## config.mk

```make
export PLATFORM = sky130hd
export DESIGN_NAME = reg_file_sb_flat
export DESIGN_NICKNAME = d
export VERILOG_FILES = /design/src/rtl/reg_file_sb_pkg.sv /design/src/rtl/reg_file_sb_if.sv /design/src/rtl/reg_file_sb_scoreboard.sv /design/src/rtl/reg_file_sb.sv /design/src/flat_wrapper.sv
export SDC_FILE = /design/constraint.sdc
export NUM_CORES = 2
export LEC_CHECK = 0
export ABC_CLOCK_PERIOD_IN_PS = 9300
export CAP_MARGIN = 15
export CORE_MARGIN = 2
export CORE_UTILIZATION = 27
export CTS_CLUSTER_DIAMETER = 40
export DETAILED_ROUTE_END_ITERATION = 8
export PLACE_DENSITY_LB_ADDON = 0.25
export SETUP_SLACK_MARGIN = 0.1
export SLEW_MARGIN = 20
export SYNTH_ARGS = -nofsm -noshare
export SYNTH_HDL_FRONTEND = slang
export SYNTH_SLANG_ARGS = --single-unit
```

## constraint.sdc

```tcl
create_clock -name clock -period 9.3 [get_ports clock]
set_input_delay 1.395 -clock clock [delete_from_list [all_inputs] [get_ports clock]]
set_output_delay 1.395 -clock clock [all_outputs]
set_load 0.02 [all_outputs]
```

## src/rtl/reg_file_sb_pkg.sv

```systemverilog
// Shared defaults and word/index types for the integer register file.
// Sub-modules derive their own widths from parameters; these are the core-wide defaults.
package regfile_pkg;
    localparam int XLEN_DEF  = 64;
    localparam int NREGS_DEF = 32;
    localparam int NRD_DEF   = 2;
    localparam int AW_DEF    = $clog2(NREGS_DEF);

    typedef logic [AW_DEF-1:0]   reg_addr_t;
    typedef logic [XLEN_DEF-1:0] xword_t;
endpackage

```

## src/rtl/reg_file_sb_if.sv

```systemverilog
// Decode/write-back facing bus of the register file: write port, read ports, reservation.
// Reservation handshake: a reserve is taken at a rising clock when rsv_valid && rsv_ready;
// rsv_ready never looks at rsv_valid, and a refused requester holds rsv_valid/rsv_addr and retries.
interface reg_file_sb_if
    import regfile_pkg::*;
#(
    parameter int XLEN  = XLEN_DEF,
    parameter int NREGS = NREGS_DEF,
    parameter int NRD   = NRD_DEF
);
    localparam int AW = $clog2(NREGS);
    localparam int CW = $clog2(NREGS + 1);

    logic                          wr_en;
    logic [AW-1:0]                 wr_addr;
    logic [XLEN-1:0]               wr_data;
    logic [NRD-1:0][AW-1:0]        rd_addr;
    logic [NRD-1:0][XLEN-1:0]      rd_data;
    logic [NRD-1:0]                rd_busy;
    logic                          rsv_valid;
    logic [AW-1:0]                 rsv_addr;
    logic                          rsv_ready;
    logic [CW-1:0]                 busy_count;

    modport master (
        output wr_en, wr_addr, wr_data, rd_addr, rsv_valid, rsv_addr,
        input  rd_data, rd_busy, rsv_ready, busy_count
    );

    modport slave (
        input  wr_en, wr_addr, wr_data, rd_addr, rsv_valid, rsv_addr,
        output rd_data, rd_busy, rsv_ready, busy_count
    );
endinterface

```

## src/rtl/reg_file_sb_scoreboard.sv

```systemverilog
// Per-register busy scoreboard: reservations set a bit, write-backs clear it,
// and a same-cycle reserve of the register being written leaves it busy.
module reg_scoreboard #(
    parameter int NREGS    = 32,
    parameter bit ZERO_REG = 1'b1,
    localparam int AW      = $clog2(NREGS),
    localparam int CW      = $clog2(NREGS + 1)
) (
    input  logic             clock,
    input  logic             reset,
    input  logic             wr_en,
    input  logic [AW-1:0]    wr_addr,
    input  logic             rsv_valid,
    input  logic [AW-1:0]    rsv_addr,
    output logic             rsv_ready,
    output logic [NREGS-1:0] busy,
    output logic [CW-1:0]    busy_count
);
    logic [NREGS-1:0] busy_d;
    logic [CW-1:0]    count_d;
    logic             rsv_take;

    // A write landing this cycle frees the register, so it may be re-reserved at once.
    assign rsv_ready = !busy[rsv_addr] || (wr_en && (wr_addr == rsv_addr));
    assign rsv_take  = rsv_valid && rsv_ready && !(ZERO_REG && (rsv_addr == '0));

    always_comb begin
        busy_d = busy;
        if (wr_en) begin
            busy_d[wr_addr] = 1'b0;
        end
        if (rsv_take) begin
            busy_d[rsv_addr] = 1'b1;
        end
        count_d = '0;
        for (int i = 0; i < NREGS; i++) begin
            count_d = count_d + CW'(busy_d[i]);
        end
    end

    always_ff @(posedge clock or negedge reset) begin
        if (!reset) begin
            busy       <= '0;
            busy_count <= '0;
        end else begin
            busy       <= busy_d;
            busy_count <= count_d;
        end
    end
endmodule

```

## src/rtl/reg_file_sb.sv

```systemverilog
// Integer register file: NRD combinational read ports, one write port, optional
// write-to-read bypass and hard-wired zero register, plus the busy scoreboard.
module reg_file_sb
    import regfile_pkg::*;
#(
    parameter int XLEN     = XLEN_DEF,
    parameter int NREGS    = NREGS_DEF,
    parameter int NRD      = NRD_DEF,
    parameter bit ZERO_REG = 1'b1,
    parameter bit BYPASS   = 1'b1
) (
    input  logic           clock,
    input  logic           reset,
    reg_file_sb_if.slave   bus
);
    logic [XLEN-1:0]           regs [NREGS];
    logic [NREGS-1:0]          busy;
    logic [NRD-1:0][XLEN-1:0]  rd_data_c;
    logic [NRD-1:0]            rd_busy_c;
    logic                      wr_store;
    logic                      wr_fwd;

    assign wr_store = bus.wr_en && !(ZERO_REG && (bus.wr_addr == '0));
    // Nothing is forwarded while reset holds the file cleared.
    assign wr_fwd   = BYPASS && bus.wr_en && reset;

    always_ff @(posedge clock or negedge reset) begin
        if (!reset) begin
            for (int i = 0; i < NREGS; i++) begin
                regs[i] <= '0;
            end
        end else if (wr_store) begin
            regs[bus.wr_addr] <= bus.wr_data;
        end
    end

    always_comb begin
        for (int i = 0; i < NRD; i++) begin
            rd_data_c[i] = regs[bus.rd_addr[i]];
            rd_busy_c[i] = busy[bus.rd_addr[i]];
            if (wr_fwd && (bus.wr_addr == bus.rd_addr[i])) begin
                rd_data_c[i] = bus.wr_data;
                rd_busy_c[i] = 1'b0;
            end
            if (ZERO_REG && (bus.rd_addr[i] == '0)) begin
                rd_data_c[i] = '0;
                rd_busy_c[i] = 1'b0;
            end
        end
    end

    assign bus.rd_data = rd_data_c;
    assign bus.rd_busy = rd_busy_c;

    reg_scoreboard #(
        .NREGS    (NREGS),
        .ZERO_REG (ZERO_REG)
    ) u_scoreboard (
        .clock      (clock),
        .reset      (reset),
        .wr_en      (bus.wr_en),
        .wr_addr    (bus.wr_addr),
        .rsv_valid  (bus.rsv_valid),
        .rsv_addr   (bus.rsv_addr),
        .rsv_ready  (bus.rsv_ready),
        .busy       (busy),
        .busy_count (bus.busy_count)
    );
endmodule

```

## src/flat_wrapper.sv

```systemverilog
// flat-port wrapper written by rule: the top's interface ports become plain ports
module reg_file_sb_flat import regfile_pkg::*;
#(
    parameter int XLEN     = XLEN_DEF,
    parameter int NREGS    = NREGS_DEF,
    parameter int NRD      = NRD_DEF,
    parameter bit ZERO_REG = 1'b1,
    parameter bit BYPASS   = 1'b1
)
  (clock, reset, bus_wr_en, bus_wr_addr, bus_wr_data, bus_rd_addr, bus_rsv_valid, bus_rsv_addr, bus_rd_data, bus_rd_busy, bus_rsv_ready, bus_busy_count);
  reg_file_sb_if #(.XLEN(XLEN), .NREGS(NREGS), .NRD(NRD)) bus_i ();
  input  logic clock;
  input  logic reset;
  input wire logic [$bits(bus_i.wr_en)-1:0] bus_wr_en;
  input wire logic [$bits(bus_i.wr_addr)-1:0] bus_wr_addr;
  input wire logic [$bits(bus_i.wr_data)-1:0] bus_wr_data;
  input wire logic [$bits(bus_i.rd_addr)-1:0] bus_rd_addr;
  input wire logic [$bits(bus_i.rsv_valid)-1:0] bus_rsv_valid;
  input wire logic [$bits(bus_i.rsv_addr)-1:0] bus_rsv_addr;
  output wire logic [$bits(bus_i.rd_data)-1:0] bus_rd_data;
  output wire logic [$bits(bus_i.rd_busy)-1:0] bus_rd_busy;
  output wire logic [$bits(bus_i.rsv_ready)-1:0] bus_rsv_ready;
  output wire logic [$bits(bus_i.busy_count)-1:0] bus_busy_count;
  assign bus_i.wr_en = bus_wr_en;
  assign bus_i.wr_addr = bus_wr_addr;
  assign bus_i.wr_data = bus_wr_data;
  assign bus_i.rd_addr = bus_rd_addr;
  assign bus_i.rsv_valid = bus_rsv_valid;
  assign bus_i.rsv_addr = bus_rsv_addr;
  assign bus_rd_data = bus_i.rd_data;
  assign bus_rd_busy = bus_i.rd_busy;
  assign bus_rsv_ready = bus_i.rsv_ready;
  assign bus_busy_count = bus_i.busy_count;
  reg_file_sb #(.XLEN(XLEN), .NREGS(NREGS), .NRD(NRD), .ZERO_REG(ZERO_REG), .BYPASS(BYPASS)) u_core (.clock(clock), .reset(reset), .bus(bus_i));
endmodule
```

Yosys cells after proc, flatten, opt, wreduce, memory -nomap -nowiden --
Index checks and enable logic that the tools add are counted.
Word-level totals: flip-flop bits (word level) 2086, bits of input ports 88, output and inout port bits 137, word-level logic and storage cells 131
Operators by class: add/sub/neg operators 31, order comparisons 10, equal/unequal tests 3, mux-type cells 29, bitwise logic cells 6, reductions and logical operators 18
Operators with widths (number):
- 2048-bit bitwise mux | 1
- 64-bit binary-select mux with 5-bit select | 2
- 64-bit 2-to-1 mux | 9
- 64-bit demux with 5-bit select | 1
- 6-bit by 1-bit adder with 6-bit output | 26
- 32-bit 2-to-1 mux | 2
- 32-bit AND | 1
- 32-bit NOT | 1
- 32-bit OR | 1
- 5-bit by 6-bit less-than comparator with 1-bit output, second input constant | 4
- 5-bit logical NOT | 4
- 6-bit >= comparator, second input constant | 3
- 5-bit NOT with 6-bit output | 3
- 1-bit binary-select mux with 5-bit select | 3
- 5-bit == test | 3
- 1-bit demux with 5-bit select | 2
- 5-bit by 1-bit >= comparator with 1-bit output, second input constant | 2
- 1-bit logical AND | 10
- 1-bit 2-to-1 mux | 9
- 5-bit by 1-bit adder with 6-bit output | 1
- 6-bit by 1-bit less-than comparator with 1-bit output, second input constant | 1
- 4-bit by 1-bit adder with 5-bit output | 1
- 3-bit by 1-bit adder with 4-bit output | 1
- 2-bit by 1-bit adder with 3-bit output | 1
- other kinds (3) | 5

Logic depth before layout (Yosys ltp) --
depth after elaboration 40, mapped depth 24, mapped depth without buffers 21

Hierarchy --
From an unflattened synthesis, not the netlist that was laid out.
Second synthesis, totals: cell total of the unflattened synthesis 7654, area total of the unflattened synthesis 112435.3 um^2
Modules (own cells, without submodules):
- reg_file_sb | instances 1, cells each 7342, area each 109412.4 um^2, seq. area each 51249.2 um^2
- reg_scoreboard | instances 1, cells each 312, area each 3022.9 um^2, seq. area each 950.9 um^2

Least setup slack after synthesis --
Ideal clock, no wire load.
path kind input port to flip-flop, from input bus_rsv_addr[1], to register u_core.u_scoreboard.busy_count[4], library setup time 0.080 ns, arrival time 7.247 ns, required time 9.220 ns, path slack 1.973 ns, stages on the path 23, buffers on the path 3, cells stage by stage clkbuf_1 > buf_2 > mux2i_1 > o22ai_1 > nor4_1 > a21oi_1 > buf_2 > o31ai_1 > fa_1 > fa_1 > fa_1 > inv_1 > fa_1 > inv_1 > fa_1 > inv_1 > fa_1 > inv_1 > ha_1 > fa_1 > a21o_1 > a21oi_1 > xnor2_1
On the way: elaborated cells between the ends (all ways) 48, those cells by class 31 x add/sub; 2 x order compare; 1 x eq/ne; 5 x mux; 1 x bitwise; 8 x reduce/logical
RTL lines:
- start, declared | line flat_wrapper.sv:19 | input wire logic [$bits(bus_i.rsv_addr)-1:0] bus_rsv_addr;
- branches (longest 6 deep; another with 5-bit by 6-bit less-than comparator with 1-bit output)
- 32-bit 2-to-1 mux (*) | line reg_file_sb_scoreboard.sv:32 | if (rsv_take) begin
- net u_core.u_scoreboard.busy_d[9] | line reg_file_sb_scoreboard.sv:19 | logic [NREGS-1:0] busy_d;
- 6-bit by 1-bit adder with 6-bit output (*) (23 in series) | line reg_file_sb_scoreboard.sv:37 | count_d = count_d + CW'(busy_d[i]);
- net u_core.u_scoreboard.count_d[4] | line reg_file_sb_scoreboard.sv:20 | logic [CW-1:0] count_d;
- end signal, assigned | line reg_file_sb_scoreboard.sv:47 | busy_count <= count_d;
- end, declared | line reg_file_sb_scoreboard.sv:17 | output logic [CW-1:0] busy_count
Mark *: on every way through the listed nets, which the timed path passes. The select of a mux whose other input is x is not followed. A chain may end at the register's enable or synchronous reset.

Worst setup path after layout --
from input bus_rsv_addr[4], to register u_core.u_scoreboard.busy_count[4]
On the way: word-level cells in the longest chain between the ends 38, elaborated cells between the ends (all ways) 48, those cells by class 31 x add/sub; 2 x order compare; 1 x eq/ne; 5 x mux; 1 x bitwise; 8 x reduce/logical
Ends and longest elaborated chain (line):
- branches (longest 6 deep; another with 5-bit by 6-bit less-than comparator with 1-bit output)
- 32-bit 2-to-1 mux (*) | reg_file_sb_scoreboard.sv:32
- 1-bit by 1-bit adder with 2-bit output | reg_file_sb_scoreboard.sv:37
- 2-bit by 1-bit adder with 3-bit output | reg_file_sb_scoreboard.sv:37
- 3-bit by 1-bit adder with 4-bit output | reg_file_sb_scoreboard.sv:37
- 4-bit by 1-bit adder with 5-bit output | reg_file_sb_scoreboard.sv:37
- 5-bit by 1-bit adder with 6-bit output | reg_file_sb_scoreboard.sv:37
- 6-bit by 1-bit adder with 6-bit output (25 in series) | reg_file_sb_scoreboard.sv:37
- 6-bit by 1-bit adder with 6-bit output (*) | reg_file_sb_scoreboard.sv:37
- net u_core.u_scoreboard.count_d[4] | reg_file_sb_scoreboard.sv:20
Marks and branches as above.

==> results.sh <==
export IMPL_dieArea_um2=419400
export IMPL_drt_iter0_markers=6513
export IMPL_ctsResizeCount=0
export IMPL_slew_headroom=0.2376
export IMPL_synthToLayoutAreaGrowth_pct=20.40
export IMPL_crit_chain="clkdlybuf4s50_1 > or3b_2 > o22ai_1 > a21oi_1 > a21oi_2 > buf_4 > o31a_1 > fa_1 > fa_1 > inv_1 > fa_1 > inv_1 > fa_1 > inv_1 > fa_1 > inv_1 > fa_1 > inv_1 > ha_1 > fa_1 > a21o_1 > a21oi_1 > xnor2_1"
export IMPL_dr_pass1_iters=6
export IMPL_yosysWarnings=0
export IMPL_h_tree_depth=5
export IMPL_die_y_um=647.6
export IMPL_finalHoldViolCount=0
export IMPL_min_path_type="flip-flop to flip-flop"
export IMPL_finalSetupTns_ps=0
export IMPL_worstHoldStart="u_core.regs[2045]"
export IMPL_overflow=0
export IMPL_critPathTopFamily="adder cells"
export IMPL_cts_clk_slew_worst_paths_ps=50
export IMPL_start_kind="input pin"
export IMPL_yosysTopAreaCellShare=0.4667
export IMPL_ant_nets=0
export IMPL_synthFlopType="dfrtp_1"
export IMPL_netlist_area_um2=111900
export IMPL_routed_via_count=74680
export IMPL_initial_core_util=0.2710
export IMPL_grt_max_degree=182
export IMPL_power_leakage_nw=57.14
export IMPL_status="finished clean"
export IMPL_rows=236
export IMPL_period_minus_slack_ps=7764
export IMPL_ys_types=71
export IMPL_peakVddDrop_v=0.0002614
export IMPL_syn_inst=7682
export IMPL_dp_final_hpwl_um=248500
export IMPL_powerDensity_nw_per_um2=262.2
export IMPL_critical_path_max_stage_delay_ps=750
export IMPL_drcViolationCount=0
export IMPL_finClkSkew_ps=18.47
export IMPL_rsz0062_at_grt="false"
export IMPL_synthArstFlopShare=1.000
export IMPL_worst_slew_pin_slew_ps=1144
export IMPL_grt_pass1_wl_um=620900
export IMPL_clock_path_buffers=4
export IMPL_die_w_um=647.6
export IMPL_antenna_found_initial=42
export IMPL_worst_path_buf_inv=7
export IMPL_ys_seq_area_frac=0.4667
export IMPL_worstSetupPathType="input pin to flip-flop"
export IMPL_clock_sinks=2086
export IMPL_finalSetupViolCount=0
export IMPL_tritoncts="done"
export IMPL_fin_crit_sh=0.8348
export IMPL_cp_required_ps=10150
export IMPL_wire_per_inst_um=32.65
export IMPL_cts_made_buffers=414
export IMPL_place_gp_congestion=0.8216
export IMPL_crit_start="bus_rsv_addr[4]"
export IMPL_end_kind="flip-flop"
export IMPL_synth_nets=7801
export IMPL_cp_max_fo=16
export IMPL_postCtsHoldBufs=0
export IMPL_rrSetupSlack_ps=2820
export IMPL_post_cts_setup_buffers=0
export IMPL_synth_top_area_cell="dfrtp_1"
export IMPL_drv_slew=0
export IMPL_coreArea_um2=412800
export IMPL_fmax_ghz=0.1288
export IMPL_worstReg2RegStart="u_core.u_scoreboard.busy[8]"
export IMPL_fin_nets=7780
export IMPL_drive_gt1_frac=0.4987
export IMPL_drv_cap=0
export IMPL_via_per_inst=5.528
export IMPL_synth_area_top_cells="dfrtp_1, mux4_2, mux2_2"
export IMPL_synth_area_per_cell_um2=14.56
export IMPL_num_io_pins=225
export IMPL_port_buffer_count=224
export IMPL_crit_top_cell="fa_1"
export IMPL_arrival_ps=8620
export IMPL_p_total_mw=35.31
export IMPL_synth_seq_cells=2086
export IMPL_grt_use_total=0.2065
export IMPL_fin_util=0.3262
export IMPL_grt_pass1_vias=79680
export IMPL_postRouteWirelength_um=441100
export IMPL_cts_root_buffer="clkbuf_16"
export IMPL_clk_latency_ps=930
export IMPL_synth_edf_count=0
export IMPL_crit_path_top_delay_cell="clkdlybuf4s50_1"
-- cells in the final DEF (no fill, tap or decap), types with 59 or more instances in the layout --
cell type,n
clkinvlp_4,59
dfrtp_1,2086
mux2i_1,164
nor2_1,73
clkdlybuf4s50_1,188
a22o_1,61
bufinv_16,66
a22oi_1,272
buf_4,203
mux2_2,1884
o22ai_1,128
clkinv_2,74
mux4_2,1025
a21oi_1,62
nand2_1,469
clkbuf_16,417
-- where the power goes --
group	internal [mW]	switching [mW]
registers	10.9	1.29
clock network	10.5	5.46
logic	3.96	3.26
total	25.3	10.0
-- Yosys cell counts (6+ instances only) --
master / instances
o32a_1: 6
nand2b_1: 13
o21ai_0: 28
or3_1: 6
a211o_1: 20
o31ai_1: 22
inv_1: 27
fa_1: 24
ha_1: 7
mux4_2: 1025
o221ai_1: 12
nand2_1: 488
nand3_1: 43
buf_6: 7
a22oi_1: 272
o211ai_1: 10
nand3b_1: 11
nor2b_1: 59
o31a_1: 7
a21oi_1: 63
o22ai_1: 128
mux2_2: 1884
clkbuf_1: 510
a32oi_1: 9
buf_4: 19
a221o_1: 22
dfrtp_1: 2086
a211oi_1: 39
a221oi_1: 12
and2_1: 13
buf_1: 60
a22o_1: 61
xnor2_1: 13
nor3_1: 40
nor3b_1: 6
mux2i_1: 164
nor2_1: 82
buf_2: 307
and3_1: 8
-- final timing paths --
path                                                endpoint  cells past startpoint
min reg2reg                                u_core.regs[2045]                      0
min in group asynchronous                  u_core.regs[2033]                      1
max reg2reg                u_core.u_scoreboard.busy_count[4]                     22
max in group asynchronous                   u_core.regs[401]                      7
max                        u_core.u_scoreboard.busy_count[4]                     23
min                                        u_core.regs[2045]                      0
-- layer usage --
metal | GRT usage | routed length (µm) | vias to the layer above
li1 | - | - | 29690
met1 | 0.2581 | 177500 | 41210
met2 | 0.3478 | 216700 | 2894
met3 | 0.03817 | 26730 | 867
met4 | 0.09035 | 20010 | 22
met5 | 0 | 124 | -
-- registers in the layout, summed over array words and instances, names as in the netlist --
name,cells
u_core.u_scoreboard.busy,32
u_core.regs,2048
u_core.u_scoreboard.busy_count,6
-- layout make-up --
cell class,count,area (µm²)
Antenna cell,13,32.53
Clock inverter,274,3754
Fill cell,40110,278100
Inverter,28,105.1
Clock buffer,502,11230
Tap cell,5474,6849
Multi-Input combinational cell,4665,56030
Timing Repair Buffer,466,4472
Sequential cell,2086,52200
-- worst register-to-register path, cell delays in order (launching register included) --
cell,delay (ps)
dfrtp_1,470
mux2i_1,120
o22ai_1,180
nor3_1,100
a21oi_2,650
buf_4,300
o31a_1,180
fa_1,410
fa_1,520
inv_1,60
fa_1,470
inv_1,70
fa_1,550
inv_1,60
fa_1,500
inv_1,50
fa_1,480
inv_1,40
ha_1,220
fa_1,470
a21o_1,190
a21oi_1,170
xnor2_1,130
-- metrics by stage --
step / std cells / hold slack (ps) / worst slack, ps / cell area (µm²)
after floorplan: 7682 / 441.3 / 1973 / 111900
after global placement: 12710 / 376.3 / 567.4 / 119600
after detailed placement: 12720 / 383.6 / 634.4 / 119700
after CTS: 13490 / 392.9 / 1627 / 134700
after global routing: 13500 / 403.9 / 1180 / 134600
final: 13510 / 391.5 / 1536 / 134700
-- kinds of logic after synthesis --
group,Yosys count,synth area share
AO/OA/AOI/OAI,748,0.04896
AND/OR/NAND/NOR,795,0.03135
multiplexers,3073,0.4107
adder cells (fa/ha/maj),31,0.005078
flip-flops,2086,0.4667
XOR/XNOR,18,0.001409
buffers and inverters,931,0.03578
Power figures use the tool's default switching activity.
